File: src/rtl/cards_hit_detect.sv
// cards_hit_detect: loads card positions from the generator and answers mouse hit tests by scanning one card per cycle.
module cards_hit_detect #(
    parameter int CARD_W        = 200,
    parameter int CARD_H_EASY   = 300,
    parameter int CARD_H_NORMAL = 200,
    parameter int CARD_H_HARD   = 150
) (
    input  logic        clk,
    input  logic        rst,
    input  logic        load_positions,
    input  logic [4:0]  num_of_cards,
    input  logic [19:0] yx_card_position,
    output logic        read_all_positions,
    input  logic [9:0]  mouse_xpos,
    input  logic [9:0]  mouse_ypos,
    input  logic        mouse_click,
    output logic        positions_valid,
    output logic        busy,
    output logic        hit_done,
    output logic        hit_found,
    output logic [4:0]  hit_index
);
    localparam logic [4:0] CARD_NUM_EASY   = 5'd8;
    localparam logic [4:0] CARD_NUM_NORMAL = 5'd12;
    localparam logic [4:0] CARD_NUM_HARD   = 5'd16;

    typedef enum logic [2:0] {IDLE, REQ, WAIT, CAPTURE, SCAN} state_t;

    state_t      state, state_n;
    logic [4:0]  n;
    logic [3:0]  idx;
    logic [9:0]  mx, my;
    logic [19:0] tbl [16];
    logic [19:0] e;
    logic [10:0] h, x_end, y_end;
    logic        load_ok, last, hit;

    assign load_ok = load_positions && (num_of_cards == CARD_NUM_EASY ||
                     num_of_cards == CARD_NUM_NORMAL || num_of_cards == CARD_NUM_HARD);
    assign last  = {1'b0, idx} == n - 5'd1;
    assign e     = tbl[idx];
    assign h     = n == CARD_NUM_EASY ? 11'(CARD_H_EASY) :
                   n == CARD_NUM_NORMAL ? 11'(CARD_H_NORMAL) : 11'(CARD_H_HARD);
    // 11-bit sums so a card near the screen edge cannot wrap around
    assign x_end = {1'b0, e[9:0]} + 11'(CARD_W);
    assign y_end = {1'b0, e[19:10]} + h;
    assign hit   = ~&e && mx >= e[9:0] && {1'b0, mx} < x_end &&
                   my >= e[19:10] && {1'b0, my} < y_end;
    assign busy  = state != IDLE;

    always_comb begin
        state_n = state;
        case (state)
            IDLE:    state_n = load_ok ? REQ : (mouse_click && positions_valid) ? SCAN : IDLE;
            REQ:     state_n = WAIT;
            WAIT:    state_n = CAPTURE;
            CAPTURE: state_n = last ? IDLE : CAPTURE;
            SCAN:    state_n = (hit || last) ? IDLE : SCAN;
            default: state_n = IDLE;
        endcase
    end

    always_ff @(posedge clk)
        state <= rst ? IDLE : state_n;

    always_ff @(posedge clk)
        if (state == CAPTURE) tbl[idx] <= yx_card_position;

    always_ff @(posedge clk) begin
        if (rst) begin
            n                  <= '0;
            idx                <= '0;
            mx                 <= '0;
            my                 <= '0;
            positions_valid    <= 1'b0;
            read_all_positions <= 1'b0;
            hit_done           <= 1'b0;
            hit_found          <= 1'b0;
            hit_index          <= '0;
        end else begin
            read_all_positions <= state == IDLE && load_ok;
            hit_done           <= 1'b0;
            case (state)
                IDLE: begin
                    if (load_ok) begin
                        n               <= num_of_cards;
                        idx             <= '0;
                        positions_valid <= 1'b0;
                    end else if (mouse_click && positions_valid) begin
                        mx  <= mouse_xpos;
                        my  <= mouse_ypos;
                        idx <= '0;
                    end
                end
                CAPTURE: begin
                    idx <= idx + 4'd1;
                    if (last) positions_valid <= 1'b1;
                end
                SCAN: begin
                    idx <= idx + 4'd1;
                    if (hit || last) begin
                        hit_done  <= 1'b1;
                        hit_found <= hit;
                        hit_index <= hit ? {1'b0, idx} : 5'd0;
                    end
                end
                default: ;
            endcase
        end
    end
endmodule

File: config.mk
export PLATFORM = sky130hd
export DESIGN_NAME = cards_hit_detect
export DESIGN_NICKNAME = d
export VERILOG_FILES = /design/src/rtl/cards_hit_detect.sv
export SDC_FILE = /design/constraint.sdc
export NUM_CORES = 1
export LEC_CHECK = 0
export CAP_MARGIN = 40
export CORE_ASPECT_RATIO = 1.2
export CORE_MARGIN = 2
export CORE_UTILIZATION = 60
export DETAILED_ROUTE_END_ITERATION = 10
export PLACE_DENSITY = 0.79
export SYNTH_ARGS = -nofsm -noshare
export SYNTH_HDL_FRONTEND = slang
export SYNTH_SLANG_ARGS = --single-unit
export TNS_END_PERCENT = 50
File: constraint.sdc
create_clock -name clk -period 9.23 [get_ports clk]
set_input_delay 1.3845 -clock clk [delete_from_list [all_inputs] [get_ports clk]]
set_output_delay 1.3845 -clock clk [all_outputs]
set_load 0.05 [all_outputs]
# Word level (Yosys, flattened, before mapping)
# Memories as Yosys holds them, arrays and structs flattened. A register that Yosys moved wholly into a read port is not among the register bits.
# Cells that the tools add are included.
# op_classes
add_sub_neg,4
n_lt_le_gt_ge,4
n_eq_ne,13
n_mux,19
n_bitwise,2
reduce_logical,23
# op_table
cell,count
10-bit by 11-bit < comparator with 1-bit output,2
"5-bit by 4-bit equality test with 1-bit output, second input constant",4
10-bit greater-or-equal comparator,2
4-bit 2-to-1 mux,5
20-bit AND reduction,1
3-bit one-hot mux with 5 select lines,1
"10-bit by 8-bit adder with 11-bit output, second input constant",1
10-bit by 9-bit adder with 11-bit output,1
3-bit 2-to-1 mux,3
9-bit 2-to-1 mux,1
4-bit one-hot mux with 2 select lines,1
1-bit logical AND,7
7-bit 2-to-1 mux,1
"3-bit by 2-bit equality test with 1-bit output, second input constant",2
2-bit AND reduction,3
3-bit AND reduction,2
4-bit by 5-bit equality test with 1-bit output,1
"5-bit equality test, second input constant",1
1-bit 2-to-1 mux,5
"5-bit by 1-bit subtractor with 5-bit output, second input constant",1
"4-bit by 1-bit adder with 4-bit output, second input constant",1
"2-bit != test, second input constant",2
2-bit nonzero test,2
2-bit OR reduction,2
other kinds (10),13
# totals
regBits,41
mem_bits_rw,320
in_bits,49
output_inout_bits,10
word_cells,76
n_memories,1
# memory_table
memory,depth,width,read_ports,rd_ports_with_merged_regs,wr,line_no,text
tbl,16,20,1,1,1,33,logic [19:0] tbl [16];

# Longest topological paths before layout
# Gate-level depths: netlist of the first run.
# logic_depth
ltp_word,9
mapped_depth,24
depth_no_buf,22

# Worst setup path after synthesis of the first run
# No wires, ideal clock.
# synth_path
kind,reg2reg
startpoint,register with a tool-made name
endpoint,register hit_index[0]
setup_ps,96
t_arrival_ps,4806
required_ps,9134
path_slack_ps,4328
stages_incl_launch_ff,25
path_buffers,4
period_less_slack_ps,4902
path_cell_list,dfxtp_1 > buf_6 > buf_12 > buf_6 > buf_4 > mux4_2 > mux4_2 > ha_1 > inv_1 > fa_1 > nor2b_1 > o21ai_0 > nand2_1 > a21o_1 > a21o_1 > a21o_1 > a21oi_1 > xnor2_1 > ha_1 > o2111ai_1 > a21oi_1 > o32ai_1 > o211a_1 > nand4b_1 > o311ai_1
# synth_lines
element,line_no,text
end signal: assignment,104,"hit_index <= hit ? {1'b0, idx} : 5'd0;"
end: declaration,21,output logic [4:0] hit_index

==> results.json, run 1 <==
{
  "syn_inst": 869,
  "syn_avg_cell_area_um2": 17.7,
  "globalplace.congestion": 0.871,
  "path_clk_slew_ns": 0.06,
  "final-setup-viol-count": 0,
  "cts_tree": "done",
  "first_iter_violations": 743,
  "cp.arrival_ns": 5.81,
  "firstDrtPassIters": 5,
  "clock_latency_ns": 0.51,
  "die_area_mm2": 0.0270,
  "drc": 0,
  "wl_met3_um": 2850,
  "grt_pass1_wl_um": 50800,
  "peakVddDrop_v": 0.000151,
  "cts.sink_count": 364,
  "syn_nets": 970,
  "cts_buffers": 35,
  "grt.total_usage_pct": 25.7,
  "slew_viol_final": 0,
  "ys_async_sr_fraction_pct": 0,
  "min_path_type": "register to register",
  "antenna_left": 0,
  "routed_via_density": 6.29,
  "io_pins": 59,
  "min_period_ns": 5.40,
  "drive_gt1_share_pct": 18.0,
  "cts_root_buf": "clkbuf_16",
  "dpl.hpwl_um": 19100,
  "p_total_w": 0.00338,
  "most-common-layout-cells": "320 x edfxtp_1, 74 x mux4_2, 57 x clkdlybuf4s50_1",
  "antenna_found_initial": 0,
  "fmax_mhz": 185,
  "core_mm2": 0.0254,
  "final_net_count": 1053,
  "setup_ws_ns": 3.83,
  "wl_met1_um": 12300,
  "start_util_pct": 60.7,
  "fin_util_pct": 69.2,
  "grt_pass1_vias": 8564,
  "final.setup.tns_ns": 0,
  "leakage_nw": 6.07,
  "relSlewSlack_pct": 35.1,
  "row_count": 64,
  "netlist_area_mm2": 0.0154,
  "die_height_um": 179,
  "path_max_fanout": 37,
  "ys_ff_latch": 364,
  "syn_to_final_growth_pct": 14.2,
  "worstMarginPinSlew_ns": 0.974,
  "startpoint_type": "register",
  "worst-setup-path-type": "register to register",
  "synth-main-ff-cell": "edfxtp_1",
  "clk_path_buf_depth": 3,
  "port_buffers": 57,
  "post-place-ws_ns": 3.85,
  "worstRegToRegCells": 20,
  "finClkSkew_ns": 0.0111,
  "h-tree-depth": 2,
  "synth-edff-count": 320,
  "ys_types": 60,
  "status": "finished, final reports clean",
  "num_vias": 8235,
  "top_signal_layer_used": "met4",
  "required_ns": 9.64,
  "layout_commonest_cell": "edfxtp_1",
  "cts_setup_buffers": 0,
  "wl_met2_um": 16900,
  "rsz0062_at_grt": "no",
  "power.density_mw_per_mm2": 192,
  "grt_max_degree": 55,
  "holdBufCountCts": 0,
  "cts_resized": 0,
  "worstHoldPathCells": 2,
  "die_x_um": 150,
  "drv_cap": 0,
  "ys.warnings.count": 0,
  "wl_per_cell_um": 25.7,
  "fin_crit_sh_pct": 58.5,
  "grt_overflow": 0,
  "endpoint_kind": "register",
  "seq_area_frac_synth_pct": 68.1,
  "antenna_cells": 0,
  "routed_wl_um": 33600,
  "hold_violations": 0
}
-- metal layers --
metal,track usage [%],vias up
met3,5.63,99
met4,12.2,0
met2,42.7,422
met1,32.3,4083
li1,-,3631
met5,0,-
-- synth_stat cells, types with 4 or more instances --
master / number / area, um^2
edfxtp_1: 320 / 9610
mux4_2: 74 / 1670
nor2_1: 54 / 203
ha_1: 51 / 638
dfxtp_1: 44 / 881
inv_1: 36 / 135
mux2i_1: 29 / 290
nand2_1: 28 / 105
a21oi_1: 18 / 90.1
a22oi_1: 18 / 135
nand2b_1: 13 / 81.3
clkbuf_1: 12 / 45.0
mux4_1: 11 / 289
o21ai_0: 11 / 55.1
xnor2_1: 11 / 96.3
nor2b_1: 10 / 62.6
a21o_1: 9 / 67.6
nor3_1: 9 / 45.0
and2_1: 8 / 50.1
buf_4: 8 / 60.1
nand4_1: 8 / 50.1
buf_2: 7 / 35.0
o21a_1: 5 / 37.5
xor2_1: 5 / 43.8
a211oi_1: 4 / 30.0
a311o_1: 4 / 40.0
buf_6: 4 / 45.0
o311ai_1: 4 / 35.0
-- worst paths after layout --
kind | from | to | slack, ns
worst max-delay path | register | hit_index[2] | 3.83
worst max register to register | register | hit_index[2] | 3.83
worst min-delay path | mx[0] | mx[0] | 0.50
worst min register to register | mx[0] | mx[0] | 0.50
-- per-stage QoR --
step / hold WS [ns] / instance area (um^2) / std cells
2_1_floorplan: 0.463 / 15400 / 869
3_5_place_dp: 0.490 / 16400 / 1244
6_report: 0.504 / 17600 / 1309
5_1_grt: 0.517 / 17600 / 1309
3_3_place_gp: 0.475 / 16400 / 1243
4_1_cts: 0.503 / 17600 / 1308
-- where the power goes --
group | leakage, nW | internal (W) | total (W) | switching (W)
Clock | 0.569 | 0.000861 | 0.00145 | 0.000592
Sequential | 3.23 | 0.00179 | 0.00180 | 0.00000703
Combinational | 2.27 | 0.0000545 | 0.000123 | 0.0000680
-- final cells by class --
| class | count | area, um^2 |
|---|---|---|
| timing repair buffer | 83 | 783 |
| fill | 1587 | 7810 |
| clock buffer | 44 | 931 |
| clock inverter | 20 | 240 |
| sequential | 364 | 10500 |
| inverter | 36 | 135 |
| multi-input combinational | 432 | 4580 |
| tap | 330 | 413 |
-- registers in the layout (all words and copies together), names as in the netlist, 3 cells and up, named ones only --
| name | cells |
|---|---|
| my | 10 |
| n | 5 |
| idx | 4 |
| hit_index | 4 |
| state | 3 |
| mx | 10 |
| tbl | 320 |
-- worst max-delay path: stages (launching register included) --
cell and delay (ns):
dfxtp_4 0.83, mux4_2 0.59, mux4_2 0.56, ha_1 0.25
inv_1 0.07, fa_1 0.21, nor2b_1 0.06, o21ai_0 0.14
nand2_1 0.10, a21o_1 0.19, a21o_1 0.20, a21o_1 0.18
a21oi_1 0.18, xnor2_1 0.14, ha_1 0.26, o2111ai_1 0.08
a21oi_1 0.06, o32ai_1 0.28, o211a_1 0.36, nand4b_1 0.26
o311ai_1 0.30
-- cell families after synthesis --
group	Yosys count	synth area share, %
flops	364	68.1
compound gates	100	4.62
mux	117	15.0
xor+xnor	16	0.910
fa+ha+maj	52	4.27
other cells	1	0.0244
simple gates	146	4.61
buf+inv	73	2.46
No activity file was read; power rests on OpenSTA's default activity.
==> inputs of run 2 (changes only) <==
clock period = 5 ns   (was 9.23 ns; I/O delays follow)
==> results.json, run 2 (synthesized netlist as in run 1, its figures left out) <==
{
  "status": "finished, final reports clean",
  "first_iter_violations": 600,
  "antenna_left": 0,
  "die_area_mm2": 0.0270,
  "antenna_cells": 0,
  "power_switching_w": 0.00120,
  "grt_max_degree": 44,
  "holdBufCountCts": 0,
  "worst-setup-path-type": "register to register",
  "design_area_mm2": 0.0177,
  "r2r_setup_slack_ns": 0.31,
  "num_vias": 8259,
  "rsz0062_at_grt": "no",
  "whs_ns": 0.487,
  "h-tree-depth": 2,
  "routed_via_density": 6.25,
  "layout_commonest_cell": "edfxtp_1",
  "final_net_count": 1070,
  "hold_violations": 0,
  "drv_cap": 0,
  "firstDrtPassIters": 5,
  "cpMostUsedCell": "a21o_1",
  "dpl_cell_area_mm2": 0.0165,
  "final-setup-viol-count": 0,
  "port_buffers": 57,
  "clk_path_buf_depth": 3,
  "antenna_found_initial": 1,
  "path_clk_slew_ns": 0.06,
  "grt_pass1_wl_um": 49100,
  "power.density_mw_per_mm2": 346,
  "endpoint_kind": "register",
  "pwr-share-comb_pct": 3.8,
  "seqPwrFrac_pct": 54.1,
  "drc": 0,
  "die_x_um": 150,
  "grt.total_usage_pct": 25.1,
  "io_pins": 59,
  "slowest_stage": "mux4_2",
  "top_regs": "tbl x320, mx x10, my x10",
  "worstRegToRegCells": 21,
  "clock_latency_ns": 0.52,
  "globalplace.congestion": 0.835,
  "most-common-layout-cells": "320 x edfxtp_1, 74 x mux4_2, 57 x clkdlybuf4s50_1",
  "crit_path_max_incr_delay_ns": 0.52,
  "cts_root_buf": "clkbuf_16",
  "drive_gt1_share_pct": 20.1,
  "grt_pass1_vias": 8440,
  "routed_wl_um": 33400,
  "die_height_um": 179,
  "intPower_w": 0.00494,
  "largest_register": "tbl",
  "largest_register_ffs": 320,
  "relSlewSlack_pct": 42.7,
  "cts.sink_count": 364,
  "p_total_w": 0.00614,
  "peakVddDrop_v": 0.000293,
  "crit_chain": "buf_12 -> mux4_2 -> mux4_2 -> inv_1 -> fa_1 -> nor2b_1 -> o21ai_0 -> nand2_1 -> a21o_1 -> a21o_1 -> a21o_1 -> a21oi_2 -> xnor2_1 -> ha_1 -> o2111ai_1 -> a21oi_1 -> o32ai_2 -> o211a_1 -> nand4b_1 -> buf_4 -> o311ai_1",
  "nFillCells": 1573,
  "grt_overflow": 0,
  "final.setup.tns_ns": 0,
  "fin_crit_sh_pct": 93.9,
  "leakage_nw": 6.18,
  "min_period_ns": 4.69,
  "start_util_pct": 60.7,
  "row_count": 64,
  "swShare_pct": 19.5,
  "path_max_fanout": 13,
  "wl_per_cell_um": 25.3,
  "min_path_type": "register to register",
  "cp.arrival_ns": 5.11,
  "worstMarginPinSlew_ns": 0.858,
  "worstHoldPathCells": 2,
  "dpl.hpwl_um": 20200,
  "startpoint_type": "register",
  "cts_buffers": 35,
  "crit_path_end": "hit_index[1]",
  "cts_tree": "done",
  "core_mm2": 0.0254,
  "pwr-share-clk_pct": 42.1,
  "required_ns": 5.42,
  "finClkSkew_ns": 0.0102,
  "syn_to_final_growth_pct": 15.1,
  "seqCellArea_mm2": 0.0105,
  "fmax_mhz": 213,
  "slew_viol_final": 0,
  "multi_input_area_mm2": 0.00461,
  "worstReg2RegEnd": "hit_index[1]"
}
## run 2: cell count changes in the layout (fill, tap and decap cells not counted), moves of 2 or more
cell | before | now
clkbuf_8 | 0 | 2
buf_6 | 0 | 2
nor2_2 | 13 | 10
clkinv_4 | 2 | 0
clkinv_1 | 6 | 3
clkbuf_1 | 8 | 3
buf_4 | 24 | 38
clkinv_2 | 4 | 9
nor2_4 | 0 | 3
## run 2: repair_timing
item,in CTS,in global routing
resized for setup,0,5
setup endpoints to repair,0,5
hold endpoints to repair,0,0
setup buffers,0,7
## run 2: per-layer routing
| layer | up-vias | routed length (um) | part of all wire [%] | GRT usage, % |
|---|---|---|---|---|
| met5 | - | 13 | 0.039 | 0 |
| met1 | 4173 | 12400 | 37 | 31.7 |
| met4 | 2 | 792 | 2.4 | 8.00 |
| met2 | 354 | 17800 | 53 | 44.1 |
| li1 | 3666 | - | - | - |
| met3 | 64 | 2330 | 7.0 | 4.49 |
## run 2: cell type report
type / instances / area share (%)
tap: 330 / 2.33
clock buffer: 41 / 5.19
multi-input combinational: 432 / 26.0
clock inverter: 18 / 1.09
sequential: 364 / 59.2
timing repair buffer: 100 / 5.38
inverter: 36 / 0.762
## run 2: power by group through the flow
stage / combinational (W) / clock, W / sequential [W]
finish: 0.000233 / 0.00258 / 0.00332
floorplan: 0.000107 / 0 / 0.00340
global placement: 0.000224 / 0 / 0.00339
CTS: 0.000231 / 0.00262 / 0.00332
detailed placement: 0.000230 / 0 / 0.00339
global route: 0.000253 / 0.00273 / 0.00332
## run 2: critical path: cells and delay by family, from the launching register on
kind / cells / cell delay, ns
flops: 1 / 0.42
compound gates: 10 / 1.74
simple gates: 3 / 0.32
fa+ha+maj: 2 / 0.47
xor+xnor: 1 / 0.12
buf+inv: 3 / 0.48
mux: 2 / 1.03
## run 2: per-stage QoR
stage	util [%]	setup WS, ns	instances
2_1_floorplan	-	0.0979	869
3_3_place_gp	64.9	0.278	1253
3_5_place_dp	65.1	0.195	1255
4_1_cts	69.5	0.152	1314
5_1_grt	69.8	0.0241	1321
6_report	69.8	0.306	1321
## run 2: how the worst min path moves through the flow
stage | from | end | slack, ns
floorplan | mx[0] | mx[0] | 0.46
global placement | hit_found | hit_found | 0.48
detailed placement | hit_found | hit_found | 0.48
CTS | hit_found | hit_found | 0.49
global route | hit_found | hit_found | 0.50
finish | hit_found | hit_found | 0.49
==> inputs of run 3 (changes only) <==
SLEW_MARGIN = 20   (was not set)
==> results.json, run 3 (synthesized netlist as in run 1, its figures left out) <==
{
  "crit_buf_inv": 2,
  "use_met1_pct": 33.6,
  "layout_commonest_cell": "edfxtp_1",
  "r2r_setup_slack_ns": 0.26,
  "met2_usage_pct": 45.2,
  "worst-setup-path-type": "register to register",
  "antenna_cells": 0,
  "cts_root_buf": "clkbuf_16",
  "slowest_stage": "mux4_2",
  "antenna_found_initial": 1,
  "final.setup.tns_ns": 0,
  "die_x_um": 150,
  "largest_register": "tbl",
  "routed_wl_um": 34400,
  "drive_gt1_share_pct": 19.4,
  "top_regs": "tbl x320, mx x10, my x10",
  "fmax_mhz": 211,
  "cts.sink_count": 364,
  "first_iter_violations": 785,
  "final_net_count": 1074,
  "p_total_w": 0.00607,
  "cp.arrival_ns": 5.15,
  "cts_tree": "done",
  "path_max_fanout": 14,
  "min_path_type": "register to register",
  "status": "finished, final reports clean",
  "port_buffers": 57,
  "clock_latency_ns": 0.50,
  "crit_chain": "buf_12 -> mux4_2 -> mux4_2 -> inv_1 -> fa_1 -> nor2b_1 -> o21ai_1 -> nand2_1 -> a21o_1 -> a21o_1 -> a21o_1 -> a21oi_2 -> xnor2_1 -> ha_1 -> nor2b_1 -> o32ai_1 -> o211a_1 -> nand4b_1 -> o311ai_1",
  "grt_overflow": 0,
  "clk_path_buf_depth": 3,
  "dpl.hpwl_um": 20200,
  "globalplace.congestion": 0.835,
  "slew_viol_final": 0,
  "firstDrtPassIters": 5,
  "power.density_mw_per_mm2": 342,
  "die_area_mm2": 0.0270,
  "top_usage_layer": "met2",
  "leakage_nw": 6.16,
  "crit_path_max_incr_delay_ns": 0.53,
  "final-setup-viol-count": 0,
  "peakVddDrop_v": 0.000275,
  "h-tree-depth": 2,
  "die_height_um": 179,
  "grt_pass1_vias": 8552,
  "row_count": 64,
  "startpoint_type": "register",
  "hold_violations": 0,
  "relSlewSlack_pct": 62.1,
  "antenna_left": 0,
  "largest_register_ffs": 320,
  "cts_buffers": 35,
  "path_clk_slew_ns": 0.06,
  "grt_pass1_wl_um": 51200,
  "wl_per_cell_um": 25.9,
  "syn_to_final_growth_pct": 15.3,
  "nFillCells": 1581,
  "routed_via_density": 6.34,
  "required_ns": 5.41,
  "fin_crit_sh_pct": 94.8,
  "min_period_ns": 4.74,
  "met3_usage_pct": 3.98,
  "cpLargestDelayFamily": "compound AO/OA/AOI/OAI gates",
  "drc": 0,
  "num_vias": 8420,
  "io_pins": 59,
  "core_mm2": 0.0254,
  "endpoint_kind": "register",
  "cpMostUsedCell": "a21o_1",
  "start_util_pct": 60.7,
  "grt.total_usage_pct": 25.9,
  "grt_max_degree": 44,
  "holdBufCountCts": 0,
  "drv_cap": 0,
  "worstMarginPinSlew_ns": 0.567,
  "finClkSkew_ns": 0.00904,
  "most-common-layout-cells": "320 x edfxtp_1, 74 x mux4_2, 57 x clkdlybuf4s50_1"
}
==> run 3: path summary, 6_finish.rpt <==
path,to,startpoint,cells past startpoint
max,hit_index[1],register,19
min,hit_found,hit_found,2
max reg2reg,hit_index[1],register,19
min reg2reg,hit_found,hit_found,2
==> run 3: metal layers <==
metal / up-vias / share of wire, %
li1: 3674 / -
met3: 80 / 7.1
met4: 0 / 3.2
met2: 403 / 52
met1: 4263 / 37
met5: - / 0
==> run 3: final cells by class <==
class / count / area, um^2 / share of cell area [%]
flip-flops and latches: 364 / 10500 / 59.1
clock buffers: 48 / 967 / 5.45
repair buffers: 104 / 1020 / 5.72
clock inverters: 14 / 114 / 0.641
inverters: 36 / 135 / 0.761
multi-input cells: 432 / 4610 / 26.0
well taps: 330 / 413 / 2.33
==> run 3: tightest hold or removal path: cells and delay by family, from the launching register on <==
family	cells	cell delay, ns
flip-flops	1	0.31
AO/OA/AOI/OAI	2	0.13
==> run 3: metrics by stage <==
stage	util [%]	worst slack, ns	instances	instance area, um^2	hold slack, ns
CTS	69.5	0.146	1318	17600	0.499
floorplan	-	0.0979	869	15400	0.463
finish	69.9	0.258	1328	17800	0.491
detailed placement	65.2	0.162	1256	16600	0.488
global route	69.9	-0.0174	1328	17800	0.522
global placement	64.9	0.278	1253	16500	0.476
==> run 3: where the power goes <==
group          internal (W)  total (W)  switching, W  leakage (nW)
registers           0.00331    0.00332    0.00000892          3.23
clock network       0.00146    0.00251       0.00105         0.524
logic              0.000105   0.000236      0.000131          2.41
total               0.00487    0.00607       0.00119          6.16
==> run 3: what timing repair did <==
item,CTS,global route
setup buffers,0,9
gates resized for setup,0,6
endpoints found under the setup margin,0,5
